File: src/rtl/la_footer_ctrl.sv
// Power-gating sequencer: ON -> ISO -> SAVE -> OFF -> WAKE (staggered) -> RESTORE -> ON.
// Latency: sleep request to ack is 3 cycles; wake takes N*STAGEDLY+1 cycles from OFF to ON.
// Backpressure: 4-phase level handshake; request changes mid-sequence are held off until ON/OFF.
//
// Ports:
//   clk        rising-edge clock
//   nreset     synchronous active-low reset (forces OFF values, marks next wake as cold)
//   sleep_req  1 = request domain off, 0 = request domain on
//   sleep_ack  1 = domain fully off, 0 = domain fully on
//   nsleep     per-segment footer enables (1 = conducting)
//   iso        output isolation clamp
//   save       one-cycle retention save strobe
//   restore    one-cycle retention restore strobe (suppressed on the first wake after reset)
module la_footer_ctrl #(
   parameter int N        = 4,
   parameter int STAGEDLY = 8,
   parameter     PROP     = "DEFAULT"
) (
   input  logic         clk,
   input  logic         nreset,
   input  logic         sleep_req,
   output logic         sleep_ack,
   output logic [N-1:0] nsleep,
   output logic         iso,
   output logic         save,
   output logic         restore
);

   localparam int CNTW = (STAGEDLY > 1) ? $clog2(STAGEDLY) : 1;
   localparam int SEGW = (N > 1) ? $clog2(N) : 1;
   localparam logic [CNTW-1:0] CNT_LAST = CNTW'(STAGEDLY - 1);
   localparam logic [SEGW-1:0] SEG_LAST = SEGW'(N - 1);

   typedef enum logic [2:0] {
      ST_ON      = 3'd0,
      ST_ISO     = 3'd1,
      ST_SAVE    = 3'd2,
      ST_OFF     = 3'd3,
      ST_WAKE    = 3'd4,
      ST_RESTORE = 3'd5
   } state_t;

   state_t          state, state_nxt;
   logic [CNTW-1:0] cnt, cnt_nxt;
   logic [SEGW-1:0] seg, seg_nxt;
   logic            cold, cold_nxt;

   logic [N-1:0]    nsleep_nxt;
   logic [N-1:0]    seg_onehot;
   logic            iso_nxt;
   logic            save_nxt;
   logic            restore_nxt;
   logic            sleep_ack_nxt;

   always_ff @(posedge clk) begin
      if (!nreset) begin
         state     <= ST_OFF;
         cnt       <= '0;
         seg       <= '0;
         cold      <= 1'b1;
         nsleep    <= '0;
         iso       <= 1'b1;
         save      <= 1'b0;
         restore   <= 1'b0;
         sleep_ack <= 1'b1;
      end else begin
         state     <= state_nxt;
         cnt       <= cnt_nxt;
         seg       <= seg_nxt;
         cold      <= cold_nxt;
         nsleep    <= nsleep_nxt;
         iso       <= iso_nxt;
         save      <= save_nxt;
         restore   <= restore_nxt;
         sleep_ack <= sleep_ack_nxt;
      end
   end

   // Next state and counters.
   always_comb begin
      state_nxt = state;
      cnt_nxt   = cnt;
      seg_nxt   = seg;
      cold_nxt  = cold;
      case (state)
         ST_ON: begin
            if (sleep_req) state_nxt = ST_ISO;
         end
         ST_ISO:  state_nxt = ST_SAVE;
         ST_SAVE: state_nxt = ST_OFF;
         ST_OFF: begin
            if (!sleep_req) begin
               state_nxt = ST_WAKE;
               cnt_nxt   = '0;
               seg_nxt   = '0;
            end
         end
         ST_WAKE: begin
            if (cnt == CNT_LAST) begin
               cnt_nxt = '0;
               // After the last segment, the final interval serves as settle time.
               if (seg < SEG_LAST) seg_nxt = seg + SEGW'(1);
               else                state_nxt = ST_RESTORE;
            end else begin
               cnt_nxt = cnt + CNTW'(1);
            end
         end
         ST_RESTORE: begin
            state_nxt = ST_ON;
            cold_nxt  = 1'b0;
         end
         default: state_nxt = ST_OFF;
      endcase
   end

   // Registered outputs are decoded from the next state so they line up with it.
   always_comb begin
      seg_onehot = '0;
      for (int i = 0; i < N; i++) begin
         if (seg_nxt == SEGW'(i)) seg_onehot[i] = 1'b1;
      end

      nsleep_nxt    = '0;
      iso_nxt       = 1'b1;
      save_nxt      = 1'b0;
      restore_nxt   = 1'b0;
      sleep_ack_nxt = 1'b1;
      case (state_nxt)
         ST_ON: begin
            nsleep_nxt    = '1;
            iso_nxt       = 1'b0;
            sleep_ack_nxt = 1'b0;
         end
         ST_ISO: begin
            nsleep_nxt    = '1;
            sleep_ack_nxt = 1'b0;
         end
         ST_SAVE: begin
            nsleep_nxt    = '1;
            save_nxt      = 1'b1;
            sleep_ack_nxt = 1'b0;
         end
         ST_OFF: begin
            nsleep_nxt = '0;
         end
         ST_WAKE: begin
            // Enables only accumulate; nsleep is all-zero when arriving from OFF.
            nsleep_nxt = nsleep | seg_onehot;
         end
         ST_RESTORE: begin
            nsleep_nxt  = '1;
            // cold still holds its pre-exit value while in RESTORE.
            restore_nxt = !cold;
         end
         default: begin
            nsleep_nxt = '0;
         end
      endcase
   end

endmodule

File: config.mk
export PLATFORM = sky130hd
export DESIGN_NAME = la_footer_ctrl
export DESIGN_NICKNAME = d
export VERILOG_FILES = /design/src/rtl/la_footer_ctrl.sv
export SDC_FILE = /design/constraint.sdc
export NUM_CORES = 1
export LEC_CHECK = 0
export CAP_MARGIN = 20
export CORE_MARGIN = 5
export CORE_UTILIZATION = 40
export DETAILED_ROUTE_END_ITERATION = 16
export PLACE_DENSITY = 0.7
export REMOVE_ABC_BUFFERS = 1
export SKIP_LAST_GASP = 1
export SLEW_MARGIN = 20
export SYNTH_ARGS = -nofsm -noshare
export SYNTH_HDL_FRONTEND = slang
export SYNTH_SLANG_ARGS = --single-unit
File: constraint.sdc
create_clock -name clk -period 2.2 [get_ports clk]
set_input_delay 0.44 -clock clk [delete_from_list [all_inputs] [get_ports clk]]
set_output_delay 0.44 -clock clk [all_outputs]
set_load 0.01 [all_outputs]
==> run metrics, run 1 <==
layout cells sized above 1 12.79%; Avg Vias per Cell 5.243; # H-tree levels 1; Critical Path Start Type flop; Post-synth EDFFs 0; RSZ-0062 raised after global routing no; Register Area 340.3 um2; post-route DRC violation count 0; later-pin clock latency in the skew report 0.30 ns; crit share post-route 74.87%; placed cells 107; async set-reset flop share out of synthesis 0%; Setup crit end kind flop; mapped cell area 765.7 um2; Crit Path Category reg -> reg; max_slew headroom 70.40%; area taken by multi-input logic gates 379.1 um2; register bit total from synthesis 17; port buffer count 10; peak supply drop 0.0004349 V; Synth warnings 0; global-route wire length before repair 2401 um; Top FF cell, synth dfxtp_1; status complete, no violations; area grow syn2layout 16.50%; vias in the first global route 530; most frequent cells in the layout dfxtp_1 (17), clkdlybuf4s50_1 (10), nor2b_1 (6), nand2_1 (6), o21ai_1 (5); total internal power 0.4407 mW; Clock power frac 28.0%; Mapped Avg Cell Area 10.35 um2; HPWL after detailed placement 983 um; TritonCTS Buffers 3; Die X-Extent 53.76 um; Post-Synthesis Cells 74; Nets 92; Switching Fraction 26.46%; Antenna Nets Post-Route 0; logic gate share of total power 14.7%; initial core utilization 43.40%; chip height 53.76 um; # diodes 0; Fin. Hold Viols 0; final cell count without fillers 111; Cell Pwr Density 671.6 mW/mm2; post-route clock skew 0.004641 ns; critical path arrival 1.82 ns; initial antenna violation count 0; core region area 0.001764 mm2; gpl congestion 0.8083; GRT Overall Usage 12.22%; Final min period 1.647 ns; WL final 1384 um; worst-case clock buffer depth 2; Ports 11; Hold WC Path Type reg -> reg; leakage power total 0.3293 nW; f_max 0.6071 GHz; Worst Path Max Fanout 6; Slew Viols, Final 0; Synth cell types 34; CTS Sinks 17; root buffer cell clkbuf_4; sequential area share after synthesis 44.44%; Clock transition at path regs 0.09 ns; CTS tree done; largest net degree at the start of global routing 11; die footprint 0.002890 mm2; CP required 2.37 ns; post-CTS setup repair buffer count 0; Final setup viols 0; routed len/inst 12.47 um; Worst Tran Pin Value 0.4393 ns; via count 582; Fin Setup TNS 0 ns; Fillers 187; row cnt 15; P_sw 0.1585 mW; max-cap viol count 0; Pre-antenna DRT Iters 4; # hold bufs at CTS 0; Post-CTS Resized 0; Seq pwr share 57.3%; Starting DRT DRC Count 8; commonest non-fill, non-tap cell in the layout dfxtp_1; gr ovfl total 0
==> Yosys cell counts, types with 2 or more instances <==
cell type / instances / area share (%)
o21ai_0: 3 / 2.0
nor2_1: 2 / 0.98
dfxtp_1: 17 / 44
nand2_1: 6 / 2.9
inv_1: 2 / 0.98
ha_1: 2 / 3.3
a22oi_1: 2 / 2.0
nor2b_1: 6 / 4.9
a21oi_1: 4 / 2.6
o21ai_1: 5 / 3.3
a32oi_1: 2 / 2.3
==> layout make-up <==
type	instances	share of cell area, %
clock buffer	4	2.945
inverter	2	0.8415
multi-input combinational	52	42.50
sequential	17	38.15
tap	25	3.506
timing repair buffer	11	12.06
==> path summary, 6_finish.rpt <==
check / endpoint / cells after the start / slack [ns] / start
setup / recovery: nsleep[2]$_SDFF_PN0_ / 6 / 0.55 / cnt[0]$_SDFFE_PN0P_
hold / removal: restore$_SDFF_PN0_ / 1 / 0.43 / cold$_SDFFE_PN1N_
setup reg to reg: nsleep[2]$_SDFF_PN0_ / 6 / 0.55 / cnt[0]$_SDFFE_PN0P_
hold reg to reg: restore$_SDFF_PN0_ / 1 / 0.43 / cold$_SDFFE_PN1N_
==> flip-flops by register name, indices dropped and copies added, names as in the netlist <==
| name | count |
|---|---|
| restore | 1 |
| sleep_ack | 1 |
| save | 1 |
| cold | 1 |
| seg | 2 |
| nsleep | 4 |
| state | 3 |
| iso | 1 |
| cnt | 3 |
==> metrics by stage <==
step	utilization, %	worst slack (ns)	power, mW	instance area [um2]	hold slack [ns]
floorplan	-	0.6693	0.3986	726.9	0.4085
detailed placement	49.08	0.3597	0.4383	865.8	0.4222
global route	50.57	0.3672	0.6399	892.1	0.4598
CTS	50.57	0.5208	0.6087	892.1	0.4356
global placement	49.08	0.3981	0.4378	865.8	0.4175
finish	50.57	0.5528	0.5992	892.1	0.4342
==> worst max-delay path, stage by stage (launching register included) <==
cell and delay, ns:
dfxtp_1 0.33, ha_1 0.19, ha_1 0.25, and4bb_4 0.24, and3b_1 0.18, a311oi_1 0.25, o21ai_1 0.08
==> power by group through the flow <==
stage	combinational (mW)	clock (mW)	sequential, mW
after floorplan	0.0471	0	0.351
after global placement	0.0883	0	0.349
after detailed placement	0.0886	0	0.350
after CTS	0.0894	0.177	0.343
after global routing	0.0971	0.196	0.347
final	0.0881	0.168	0.343
==> cell families after synthesis <==
group	synth area share [%]
buffers and inverters	6.046
DFF	44.44
adders and majority gates	3.267
AOI/OAI and AO/OA	20.26
and+or+nand+nor	25.98
==> per-layer routing <==
layer | vias up | wire, um | GRT usage [%]
met2 | 13 | 634 | 16.94
li1 | 294 | - | -
met3 | 7 | 71 | 5.263
met4 | 0 | 67 | 10.21
met5 | - | 0 | 0
met1 | 268 | 610 | 14.29
Power figures use the tool's default switching activity.
==> run 2, diff against run 1 <==
Settings changed: PLACE_DENSITY 0.7 to 0.72.
Clock period 2.2 ns to 1.4 ns, I/O delays scaled along.
==> run 2 against run 1 <==
  * The run now ends with negative setup slack left
  * Sequential power grew 55%
  * Final area grew 13%
  * Non-clock buffer count grew 10
  * Highest routed layer unchanged
  * Sequential cell count is the same
  * Via count grew 4.8%
  * Clock power grew 52%
  * Sequential share of layout area shrank 3.9 points
  * Core utilization grew 6.7 points
==> run metrics, run 2 (synthesis gave the netlist of run 1 again) <==
max_slew headroom 81.12% (+11 points); crit-path leading delay family compound AO/OA/AOI/OAI gates; final instance area 0.001010 mm2 (+13%); vias in the first global route 601 (+13%); global-route wire length before repair 2642 um (+10%); Fin. Hold Viols 0 (unchanged); Starting DRT DRC Count 12 (+4); final setup margin -0.07009 ns (-0.6229 ns); Clock transition at path regs 0.10 ns (about the same); internal reg-to-reg setup slack -0.07 ns (-0.62 ns); Final min period 1.470 ns (-0.1771 ns); RR Endpoint nsleep[1]$_SDFF_PN0_; WP buf/inv 0 (unchanged); core region area 0.001764 mm2 (unchanged); Largest Register nsleep; P_sw 0.2490 mW (+57%); later-pin clock latency in the skew report 0.28 ns (-0.02 ns); port buffer count 10 (unchanged); Clock power frac 27.0% (-1.0 points); RSZ-0062 raised after global routing yes; initial core utilization 43.40% (unchanged); Antenna Nets Post-Route 0 (unchanged); Worst Tran Pin Value 0.2806 ns (-0.1587 ns); post-layout power 0.9485 mW (+58%); f_max 0.6802 GHz (+12%); logic gate share of total power 16.8% (+2.1 points); CTS Sinks 17 (unchanged); initial antenna violation count 0 (unchanged); Pre-antenna DRT Iters 4 (unchanged); root buffer cell clkbuf_4; post-route clock skew 0.003530 ns (-0.001111 ns); slowest CP cell dfxtp_2; Nets 102 (+11%); Critical Path Start Type flop; via count 610 (+4.8%); Most common cell on crit path ha_4; Setup WS pre-CTS -0.2582 ns (-0.6179 ns); Critical R2R Launch cnt[0]$_SDFFE_PN0P_; Die X-Extent 53.76 um (unchanged); CP required 1.58 ns (-0.79 ns); Hold EP restore$_SDFF_PN0_; hold slack 0.4321 ns (-0.002097 ns); total internal power 0.6995 mW (+59%); layout cells sized above 1 33.33% (+21 points); crit-path cells ha_4 > ha_4 > and4bb_4 > a211o_1 > a21oi_2 > o21ai_1; Switching Fraction 26.26% (-0.20 points); Seq pwr share 56.2% (-1.1 points); chip height 53.76 um (unchanged); die footprint 0.002890 mm2 (unchanged); CTS tree done; Hold Crit Depth 1 (unchanged); max reg flops 4 (unchanged); Cell Pwr Density 939.4 mW/mm2 (+40%); Avg Vias per Cell 5.041 (-3.9%); Ports 11 (unchanged); most frequent cells in the layout dfxtp_1 (13), buf_4 (11), dlygate4sd2_1 (8); Post-Place Cell Area 933.4 um2 (+7.8%); routed len/inst 12.26 um (-1.7%); gpl congestion 0.7719 (-4.5%); Crit Path Category reg -> reg; max-cap viol count 0 (unchanged); HPWL after detailed placement 1146 um (+17%); Top Registers nsleep: 4 flops, cnt: 3 flops, state: 3 flops; peak supply drop 0.0006558 V (+51%); Setup crit end kind flop; Worst Path Max Fanout 4 (-2); failing checks negative setup slack; critical path arrival 1.65 ns (-0.17 ns); GRT Overall Usage 12.62% (+0.40 points); worst reg2reg path depth 6 (unchanged); TritonCTS Buffers 3 (unchanged); Final setup viols 4 (+4); # diodes 0 (unchanged); worst-case clock buffer depth 2 (unchanged); crit share post-route 105.0% (+30 points); gr ovfl total 0 (unchanged); # H-tree levels 1 (unchanged); area grow syn2layout 31.86%; HP Start cold$_SDFFE_PN1N_; leakage power total 0.4010 nW (+22%); worst stage delay on the critical path 0.35 ns (+0.02 ns); status finished, violations left; WL final 1483 um (+7.2%); row cnt 15 (unchanged); Fillers 172 (-8.0%); Fin Setup TNS -0.1982 ns (-0.1982 ns); post-route DRC violation count 0 (unchanged); Slew Viols, Final 0 (unchanged); commonest non-fill, non-tap cell in the layout dfxtp_1; largest net degree at the start of global routing 10 (-1); Hold WC Path Type reg -> reg
run 2: repair_timing:
| item | 4_1_cts | 5_1_grt |
|---|---|---|
| setup endpoints to repair | 15 | 9 |
| pin swaps | 5 | 2 |
| gates resized for setup | 18 | 3 |
| setup buffers | 0 | 1 |
| hold endpoints to repair | 0 | 0 |
| hold buffers | 0 | 0 |
run 2: worst reg2reg max path, stage by stage (launching register included):
cell and delay, ns:
dfxtp_2 0.35, ha_4 0.16, ha_4 0.16, and4bb_4 0.21
a211o_1 0.30, a21oi_2 0.12, o21ai_1 0.06
run 2: layout make-up:
type                    instances  area, um2  share of cell area, %
flip-flops and latches         17      345.3                  34.20
repair buffers                 21      172.7                  17.10
clock buffers                   4      26.28                  2.602
multi-input cells              52      426.7                  42.26
inverters                       2      7.507                 0.7435
well taps                      25      31.28                  3.098
run 2: worst max-delay path by stage:
| stage | startpoint | to | cells after the start |
|---|---|---|---|
| 6_report | cnt[0]$_SDFFE_PN0P_ | nsleep[1]$_SDFF_PN0_ | 6 |
| 2_1_floorplan | cnt[0]$_SDFFE_PN0P_ | nsleep[3]$_SDFF_PN0_ | 6 |
| 3_5_place_dp | sleep_req | nsleep[3]$_SDFF_PN0_ | 5 |
| 4_1_cts | cnt[0]$_SDFFE_PN0P_ | nsleep[1]$_SDFF_PN0_ | 6 |
| 5_1_grt | cnt[0]$_SDFFE_PN0P_ | nsleep[2]$_SDFF_PN0_ | 6 |
| 3_3_place_gp | sleep_req | nsleep[3]$_SDFF_PN0_ | 5 |
run 2: routing by layer:
| layer | part of all wire [%] | track usage (%) |
|---|---|---|
| met5 | 0 | 0 |
| met4 | 0.54 | 5.106 |
| met3 | 3.8 | 3.047 |
| met2 | 47 | 20.16 |
| met1 | 48 | 16.13 |
run 2: per-stage QoR:
step                instances  utilization, %
floorplan                  71               -
global placement          116           52.91
detailed placement        116           52.91
CTS                       120           56.45
global route              121           57.23
finish                    121           57.23
run 2: power groups by stage:
stage | Sequential [mW] | Combinational, mW | Clock [mW]
floorplan | 0.552 | 0.0741 | 0
global placement | 0.542 | 0.162 | 0
detailed placement | 0.542 | 0.165 | 0
CTS | 0.531 | 0.160 | 0.261
global route | 0.538 | 0.174 | 0.290
finish | 0.533 | 0.159 | 0.256
==> run 3, diff against run 2 <==
==> constraint.sdc (replaced) <==
create_clock -name clk -period 1.4 [get_ports clk]
set_input_delay 0.35 -clock clk [delete_from_list [all_inputs] [get_ports clk]]
set_output_delay 0.35 -clock clk [all_outputs]
set_load 0.01 [all_outputs]
==> run 3 against run 2 <==
  * The flow still finishes with violations (negative setup slack)
  * Critical path depth fell by 1
  * Sequential share of layout area shrank 0.99 points
  * Core utilization grew 1.7 points
  * Total power grew 3.3%
  * Non-clock buffer count stayed put
  * Clock power grew 3%
  * Sequential power hardly changed
  * Count of clock-buffer cells in the layout is the same
  * Final area up 3.0%
  * Critical path type is now in -> reg
  * Largest cell class unchanged
==> run metrics, run 3 (synthesis gave the netlist of run 1 again) <==
Die X-Extent 53.76 um (unchanged); CTS Sinks 17 (unchanged); gpl congestion 0.7677 (-0.54%); largest net degree at the start of global routing 10 (unchanged); core region area 0.001764 mm2 (unchanged); root buffer cell clkbuf_4; max_slew headroom 80.37% (-0.75 points); Pre-antenna DRT Iters 4 (unchanged); crit share post-route 104.7% (-0.33 points); post-route clock skew 0.008454 ns (+0.004924 ns); gr ovfl total 0 (unchanged); row cnt 15 (unchanged); initial antenna violation count 0 (unchanged); Fin. Hold Viols 0 (unchanged); Setup crit end kind flop; port buffer count 10 (unchanged); routed len/inst 13.69 um (+12%); Worst Path Max Fanout 4 (unchanged); critical path arrival 1.64 ns (about the same); post-layout power 0.9796 mW (+3.3%); status finished, violations left; RR Endpoint nsleep[2]$_SDFF_PN0_; Largest Register nsleep; Worst Tran Pin Value 0.2918 ns (+0.01117 ns); # diodes 0 (unchanged); f_max 0.6824 GHz (+0.32%); peak supply drop 0.0004827 V (-26%); Register Area 345.3 um2 (unchanged); Top Registers nsleep: 4 flops, cnt: 3 flops, state: 3 flops; max reg flops 4 (unchanged); area taken by multi-input logic gates 444.2 um2 (+4.1%); HPWL after detailed placement 1053 um (-8.1%); Final setup viols 6 (+2); Post-Place Cell Area 925.9 um2 (-0.80%); Starting DRT DRC Count 14 (+2); Critical R2R Launch cnt[0]$_SDFFE_PN0P_; commonest non-fill, non-tap cell in the layout dfxtp_1; max-cap viol count 0 (unchanged); most frequent cells in the layout dfxtp_1 (13), buf_4 (10), dlygate4sd2_1 (8); # H-tree levels 1 (unchanged); failing checks negative setup slack; CTS tree done; Critical Path Start Type input port; Ports 11 (unchanged); internal reg-to-reg setup slack -0.06 ns (about the same); worst-case clock buffer depth 2 (unchanged); Crit Path Category in -> reg; Crit. Startpoint sleep_req; die footprint 0.002890 mm2 (unchanged); Fin Setup TNS -0.3053 ns (-0.1071 ns); placed cells 115 (-0.86%); chip height 53.76 um (unchanged); Fillers 161 (-6.4%); final cell count without fillers 121 (unchanged); Final min period 1.465 ns (-0.004687 ns); crit path to nsleep[3]$_SDFF_PN0_; via count 629 (+3.1%); final instance area 0.001040 mm2 (+3.0%); Slew Viols, Final 0 (unchanged); worst reg2reg path depth 6 (unchanged); CP required 1.58 ns (about the same); Clock transition at path regs 0.10 ns (about the same); TritonCTS Buffers 3 (unchanged); Antenna Nets Post-Route 0 (unchanged); RSZ-0062 raised after global routing yes; layout cells sized above 1 33.33% (unchanged); Hold WC Path Type reg -> reg; Nets 102 (unchanged); vias in the first global route 622 (+3.5%); leakage power total 0.4084 nW (+1.8%); Hold Crit Depth 1 (unchanged); Avg Vias per Cell 5.198 (+3.1%); later-pin clock latency in the skew report 0.29 ns (about the same); global-route wire length before repair 2773 um (+5.0%); post-route DRC violation count 0 (unchanged); Cell Pwr Density 942.1 mW/mm2 (+0.29%); initial core utilization 43.40% (unchanged); GRT Overall Usage 13.31% (+0.69 points); final setup margin -0.06540 ns (+0.004687 ns); area grow syn2layout 35.78%; WL final 1657 um (+12%)
==> run 3: cell counts in the layout (fill, tap and decap cells not counted) <==
Identical to the previous run, type by type.
==> run 3: through the flow <==
| stage | hold slack, ns | util (%) | setup WS, ns |
|---|---|---|---|
| final | 0.4234 | 58.94 | -0.06540 |
| after global routing | 0.4369 | 58.94 | -0.1267 |
| after CTS | 0.4297 | 56.31 | -0.04679 |
| after detailed placement | 0.4173 | 52.48 | -0.3504 |
| after global placement | 0.4192 | 52.48 | -0.3091 |
| after floorplan | 0.4085 | - | -0.1307 |
==> run 3: worst min path at each step <==
stage,slack (ns),startpoint,endpoint
after floorplan,0.41,cold$_SDFFE_PN1N_,restore$_SDFF_PN0_
after global placement,0.42,cold$_SDFFE_PN1N_,restore$_SDFF_PN0_
after detailed placement,0.42,cold$_SDFFE_PN1N_,restore$_SDFF_PN0_
after CTS,0.43,cold$_SDFFE_PN1N_,restore$_SDFF_PN0_
after global routing,0.44,cold$_SDFFE_PN1N_,restore$_SDFF_PN0_
final,0.42,cold$_SDFFE_PN1N_,restore$_SDFF_PN0_
==> run 3: where the power goes <==
group	total, mW	switching [mW]	internal [mW]
Sequential	0.534	0.0232	0.511
Combinational	0.182	0.0898	0.0921
Clock	0.264	0.153	0.111
Total	0.980	0.266	0.714
==> run 3: area by class of cell <==
type	count	area share [%]
clock buffer	4	2.527
inverter	2	0.7220
multi-input combinational	52	42.72
sequential	17	33.21
tap	25	3.008
timing repair buffer	21	17.81
==> run 3: metal layers <==
metal	part of all wire, %	up-vias	GRT usage, %	wire [um]
met4	0.78	0	5.957	13
li1	-	314	-	-
met3	4.2	2	2.770	69
met1	46	300	15.46	765
met2	49	13	23.19	808
met5	0	-	0	0
==> run 3: repair_timing <==
action                                  CTS  global route
resized for setup                        18             6
pin swaps                                 3             8
gates cloned                              0             0
hold buffers                              0             0
endpoints found under the setup margin   15             9
setup buffers                             1             2
==> run 3: critical path, stage by stage <==
cell,delay [ns]
clkdlybuf4s50_1,0.46
or2_0,0.29
a211o_1,0.35
a21oi_1,0.13
o21ai_1,0.07
==> patch 1 (flow settings as in run 3) <==
`N`: 4 -> 8.
--- a/src/rtl/la_footer_ctrl.sv
+++ b/src/rtl/la_footer_ctrl.sv
@@ -13,5 +13,5 @@
 //   restore    one-cycle retention restore strobe (suppressed on the first wake after reset)
 module la_footer_ctrl #(
-   parameter int N        = 4,
+   parameter int N        = 8,
    parameter int STAGEDLY = 8,
    parameter     PROP     = "DEFAULT"
Ports: changed (resized nsleep); port bits go from 11 to 15. The function was not compared with the original's and may differ.
==> patch 1 against run 3 <==
  * The flow still finishes with violations (setup timing)
  * Area after synthesis grew 27%
  * Sequential cell count grew 5
  * Clock skew shrank 0.0069 ns
  * Final area grew 47%
  * Critical path depth shrank 1
  * Worst setup slack lost 0.20 ns
  * Synthesized cell count grew 31%
  * Total power grew 46%
  * Non-clock buffer count grew 19
  * Global-route usage grew 2.5 points
  * Wire length grew 61%
  * Via count grew 48%
  * Highest routed layer unchanged
==> patch 1: results (changes against run 3) <==
OUTCOME
-----------------------------------------------------------------------------------
Result of the run                                                      finished, violations left   unchanged
Failing checks                                                         setup timing   unchanged

FLOORPLAN
-----------------------------------------------------------------------------------
Tapcell Cnt                                                                      28   was 25

ROUTING
-----------------------------------------------------------------------------------
Wire length on met3                                                          135 um   was 69 um
Met2 WL                                                                     1.32 mm   was 808 um
Via-to-Cell Ratio                                                              5.71   was 5.20
DR iter-0 viols                                                                  26   was 14

CELLS AND AREA
-----------------------------------------------------------------------------------
Nonclk buf count                                                                 40   was 21
Final layout net count                                                          142   was 102
Count of placed standard cells in the final layout, fillers left out            163   was 121
Sequential cell count                                                            22   was 17
Layout cell share with drive strength beyond 1                                0.474   was 0.333
Layout multi-input combinational cell count                                      68   was 52
Flip-flop count of the largest register, all copies and words added               8   was 4

GLOBAL ROUTING
-----------------------------------------------------------------------------------
Maximum number of pins on one net before global-route repair                     14   was 10
Global-route usage over all layers                                            0.158   was 0.133
Vias in the first global route                                                  940   was 622

PLACED DESIGN
-----------------------------------------------------------------------------------
Buffers on Ports                                                                 14   was 10
Routability Congestion                                                        0.824   was 0.768
Post-DP Area                                                            0.00128 mm2   was 926 um2
Worst setup timing slack at the placement stage                           -0.581 ns   was -0.350 ns

WORST SETUP PATH
-----------------------------------------------------------------------------------
Critical path's largest stage delay                                         0.43 ns   was 0.46 ns
Worst setup path endpoint                                                 nsleep[2]   was nsleep[3]
Critical path class                                                    flip-flop to flip-flop   was primary input to flip-flop
Critical register-to-register path startpoint                              state[1]   was cnt[0]
Slowest library cell on the worst path                                 sky130_fd_sc_hd__or3b_4   was sky130_fd_sc_hd__clkdlybuf4s50_1
Data arrival at the endpoint of the critical path                           1.88 ns   was 1.64 ns
Logic depth of the worst register-to-register path                                4   was 6

STA
-----------------------------------------------------------------------------------
Setup Viol. Count Final                                                          14   was 6
Actual slew at the worst max-slew pin                                      0.361 ns   was 0.292 ns
PnR worst setup slack                                                     -0.263 ns   was -0.0654 ns

POWER
-----------------------------------------------------------------------------------
P_int                                                                       1.08 mW   was 0.714 mW
Sequential power                                                           0.678 mW   was 0.534 mW
Leakage power figure                                                       0.653 nW   was 0.408 nW
Maximum VDD drop                                                           0.735 mV   was 0.483 mV

SYNTHESIS
-----------------------------------------------------------------------------------
Count of cell types in the netlist                                               38   was 34
Adder-cell share of the synthesized area                                     0.0386   was 0.0327
Mux contribution to synthesized area                                         0.0219   was 0

CLOCKING
-----------------------------------------------------------------------------------
CTS clock-pin slew for the worst setup and hold paths                       0.12 ns   was 0.10 ns
Post-CTS Resized                                                                 37   was 18
Clock latency on the worst-skew pair                                        0.31 ns   was 0.29 ns

[patch 1: cell count changes after synthesis, moves of 3 or more]
| cell | delta |
|---|---|
| sky130_fd_sc_hd__a31oi_1 | +10 |
| sky130_fd_sc_hd__dfxtp_1 | +5 |
| sky130_fd_sc_hd__o21ai_1 | -4 |
| sky130_fd_sc_hd__o31ai_1 | +4 |
| sky130_fd_sc_hd__and2_1 | +3 |
| sky130_fd_sc_hd__clkbuf_1 | +3 |
[patch 1: worst min path at each step]
stage / from / to / slack (ns) / depth (start not counted)
final: cold / restore / 0.45 / 1
after global routing: cold / restore / 0.48 / 1
after CTS: cold / restore / 0.45 / 1
after detailed placement: cold / restore / 0.42 / 1
after global placement: cold / restore / 0.42 / 1
after floorplan: cold / restore / 0.40 / 1
[patch 1: per-layer routing]
| layer | vias up | global-route usage |
|---|---|---|
| li1 | 448 | - |
| met1 | 437 | 0.194 |
| met2 | 40 | 0.275 |
| met3 | 6 | 0.0479 |
| met4 | 0 | 0.0259 |
| met5 | - | 0 |
==> patch 2 (flow settings as in run 3) <==
Made on the original files. Re-encode `state_t` (6 states) as Gray code, 3 bits wide.
--- a/src/rtl/la_footer_ctrl.sv
+++ b/src/rtl/la_footer_ctrl.sv
@@ -33,10 +33,10 @@
 
    typedef enum logic [2:0] {
-      ST_ON      = 3'd0,
-      ST_ISO     = 3'd1,
-      ST_SAVE    = 3'd2,
-      ST_OFF     = 3'd3,
-      ST_WAKE    = 3'd4,
-      ST_RESTORE = 3'd5
+      ST_ON      = 3'b000,
+      ST_ISO     = 3'b001,
+      ST_SAVE    = 3'b011,
+      ST_OFF     = 3'b010,
+      ST_WAKE    = 3'b110,
+      ST_RESTORE = 3'b111
    } state_t;
 
Check against the original RTL: no difference found for any inputs over 10 cycles, from zero or initial values and one cycle with nreset low; not proved beyond that.
==> patch 2 against run 3 <==
  * The run still ends with setup timing left
  * Wire length grew 7.0%
  * Sequential cell count is the same
  * Final area shrank 1.9%
  * Worst setup slack lost 0.20 ns
  * Register-to-register slack lost 0.21 ns
  * Area after synthesis shrank 5.4%
  * First-iteration DRC count grew 79%
  * Critical path depth grew 1
  * Critical path type is now flip-flop to flip-flop
Power is not compared: it rests on default switching activity, and its combinational part moved more than twofold at a synthesized area within 25%.
==> patch 2: results (changes against run 3) <==
WORST SETUP PATH
---------------------------------------------------------------------------
Critical path origin                                                 cnt[0]   was sleep_req
Terminus of the critical flop-to-flop path                        nsleep[0]   was nsleep[2]
Critical path's largest stage delay                                 0.39 ns   was 0.46 ns
Data arrival at the endpoint of the critical path                   1.85 ns   was 1.64 ns

SYNTHESIS
---------------------------------------------------------------------------
Synth top area cells                                           sky130_fd_sc_hd__dfxtp_1 (47%), sky130_fd_sc_hd__nor2_1 (5.7%), sky130_fd_sc_hd__o21ai_0 (4.1%), sky130_fd_sc_hd__nand2_1 (3.6%), sky130_fd_sc_hd__ha_1 (3.5%)   was sky130_fd_sc_hd__dfxtp_1 (44%), sky130_fd_sc_hd__nor2b_1 (4.9%), sky130_fd_sc_hd__ha_1 (3.3%), sky130_fd_sc_hd__o21ai_1 (3.3%), sky130_fd_sc_hd__nand2_1 (2.9%)
Count of cell types in the netlist                                       30   was 34
Register area share after synthesis                                   0.470   was 0.444
Ranking of synthesized cells by instance count                 sky130_fd_sc_hd__dfxtp_1 (17), sky130_fd_sc_hd__nor2_1 (11), sky130_fd_sc_hd__nand2_1 (7)   was sky130_fd_sc_hd__dfxtp_1 (17), sky130_fd_sc_hd__nand2_1 (6), sky130_fd_sc_hd__nor2b_1 (6)

OUTCOME
---------------------------------------------------------------------------
Failing checks                                                 setup timing   unchanged
Result of the run                                              finished, violations left   unchanged

GLOBAL ROUTING
---------------------------------------------------------------------------
Global-route usage over all layers                                    0.142   was 0.133
Vias in the first global route                                          700   was 622
Maximum number of pins on one net before global-route repair             11   was 10

PLACED DESIGN
---------------------------------------------------------------------------
HPWL Detailed                                                       1.25 mm   was 1.05 mm

ROUTING
---------------------------------------------------------------------------
Total iterations of the first detailed-routing run                        6   was 4
Routed WL per cell                                                  13.4 um   was 13.7 um
Via-to-Cell Ratio                                                      5.38   was 5.20

STA
---------------------------------------------------------------------------
Sum of negative setup slack                                       -0.962 ns   was -0.305 ns
Actual slew at the worst max-slew pin                              0.274 ns   was 0.292 ns
Maximum clock skew at final layout                               0.00216 ns   was 0.00845 ns
Setup Viol. Count Final                                                   6   unchanged
Final-layout worst hold slack                                      0.464 ns   was 0.423 ns
PnR worst setup slack                                             -0.266 ns   was -0.0654 ns

CELLS AND AREA
---------------------------------------------------------------------------
Count of filler cells inserted in the layout                            159   was 161
Final layout net count                                                  113   was 102

HOLD PATH
---------------------------------------------------------------------------
Start point of the worst min-delay path                                cold   unchanged

## patch 2: cell types whose count changed after synthesis, sizes merged, moves of 2 or more
cell and change:
nor3 +3, or3 +2, nor2 +8, o211ai +2
a221o +2, and4bb -2, o21ai -3, nor2b -5
inv +2
## patch 2: through the flow
stage,worst slack [ns],power [mW],area [um2],cells
2_1_floorplan,-0.259,0.539,697,76
3_3_place_gp,-0.444,0.584,948,127
3_5_place_dp,-0.448,0.587,948,127
4_1_cts,-0.228,0.836,1000,132
5_1_grt,-0.323,0.876,1020,132
6_report,-0.266,0.839,1020,132
## patch 2: how the worst max path moves through the flow
| stage | end |
|---|---|
| CTS | nsleep[0] |
| detailed placement | nsleep[1] |
| floorplan | nsleep[0] |
| finish | nsleep[0] |
| global placement | nsleep[1] |
| global route | nsleep[0] |
## patch 2: repair_timing
item	CTS	global route
pin swaps	7	2
buffers inserted	1	0
gates resized for setup	15	4
setup endpoints to repair	15	7
hold buffers	0	0
## patch 2: cell type report
class / count / area share
sequential: 17 / 0.336
tap: 25 / 0.0307
clock inverter: 1 / 0.00491
multi-input combinational: 55 / 0.374
clock buffer: 3 / 0.0221
timing repair buffer: 27 / 0.217
inverter: 4 / 0.0147
## patch 2: power by group through the flow
stage	registers, mW	clock network [mW]	logic [mW]
global placement	0.509	0	0.0749
detailed placement	0.510	0	0.0768
floorplan	0.511	0	0.0279
global route	0.502	0.289	0.0849
CTS	0.501	0.259	0.0764
finish	0.501	0.258	0.0792
## patch 2: cell families after synthesis
| group | after synthesis | share of synthesized area |
|---|---|---|
| adders and majority gates | 2 | 0.0345 |
| and+or+nand+nor | 33 | 0.242 |
| buffers and inverters | 7 | 0.0587 |
| AOI/OAI and AO/OA | 20 | 0.195 |
| DFF | 17 | 0.470 |
## patch 2: routing by layer
metal,vias to the layer above,wire length [um],global-route usage
li1,338,-,-
met1,331,755,0.165
met2,35,874,0.250
met3,6,104,0.0370
met4,0,39,0.0426
met5,-,0,0
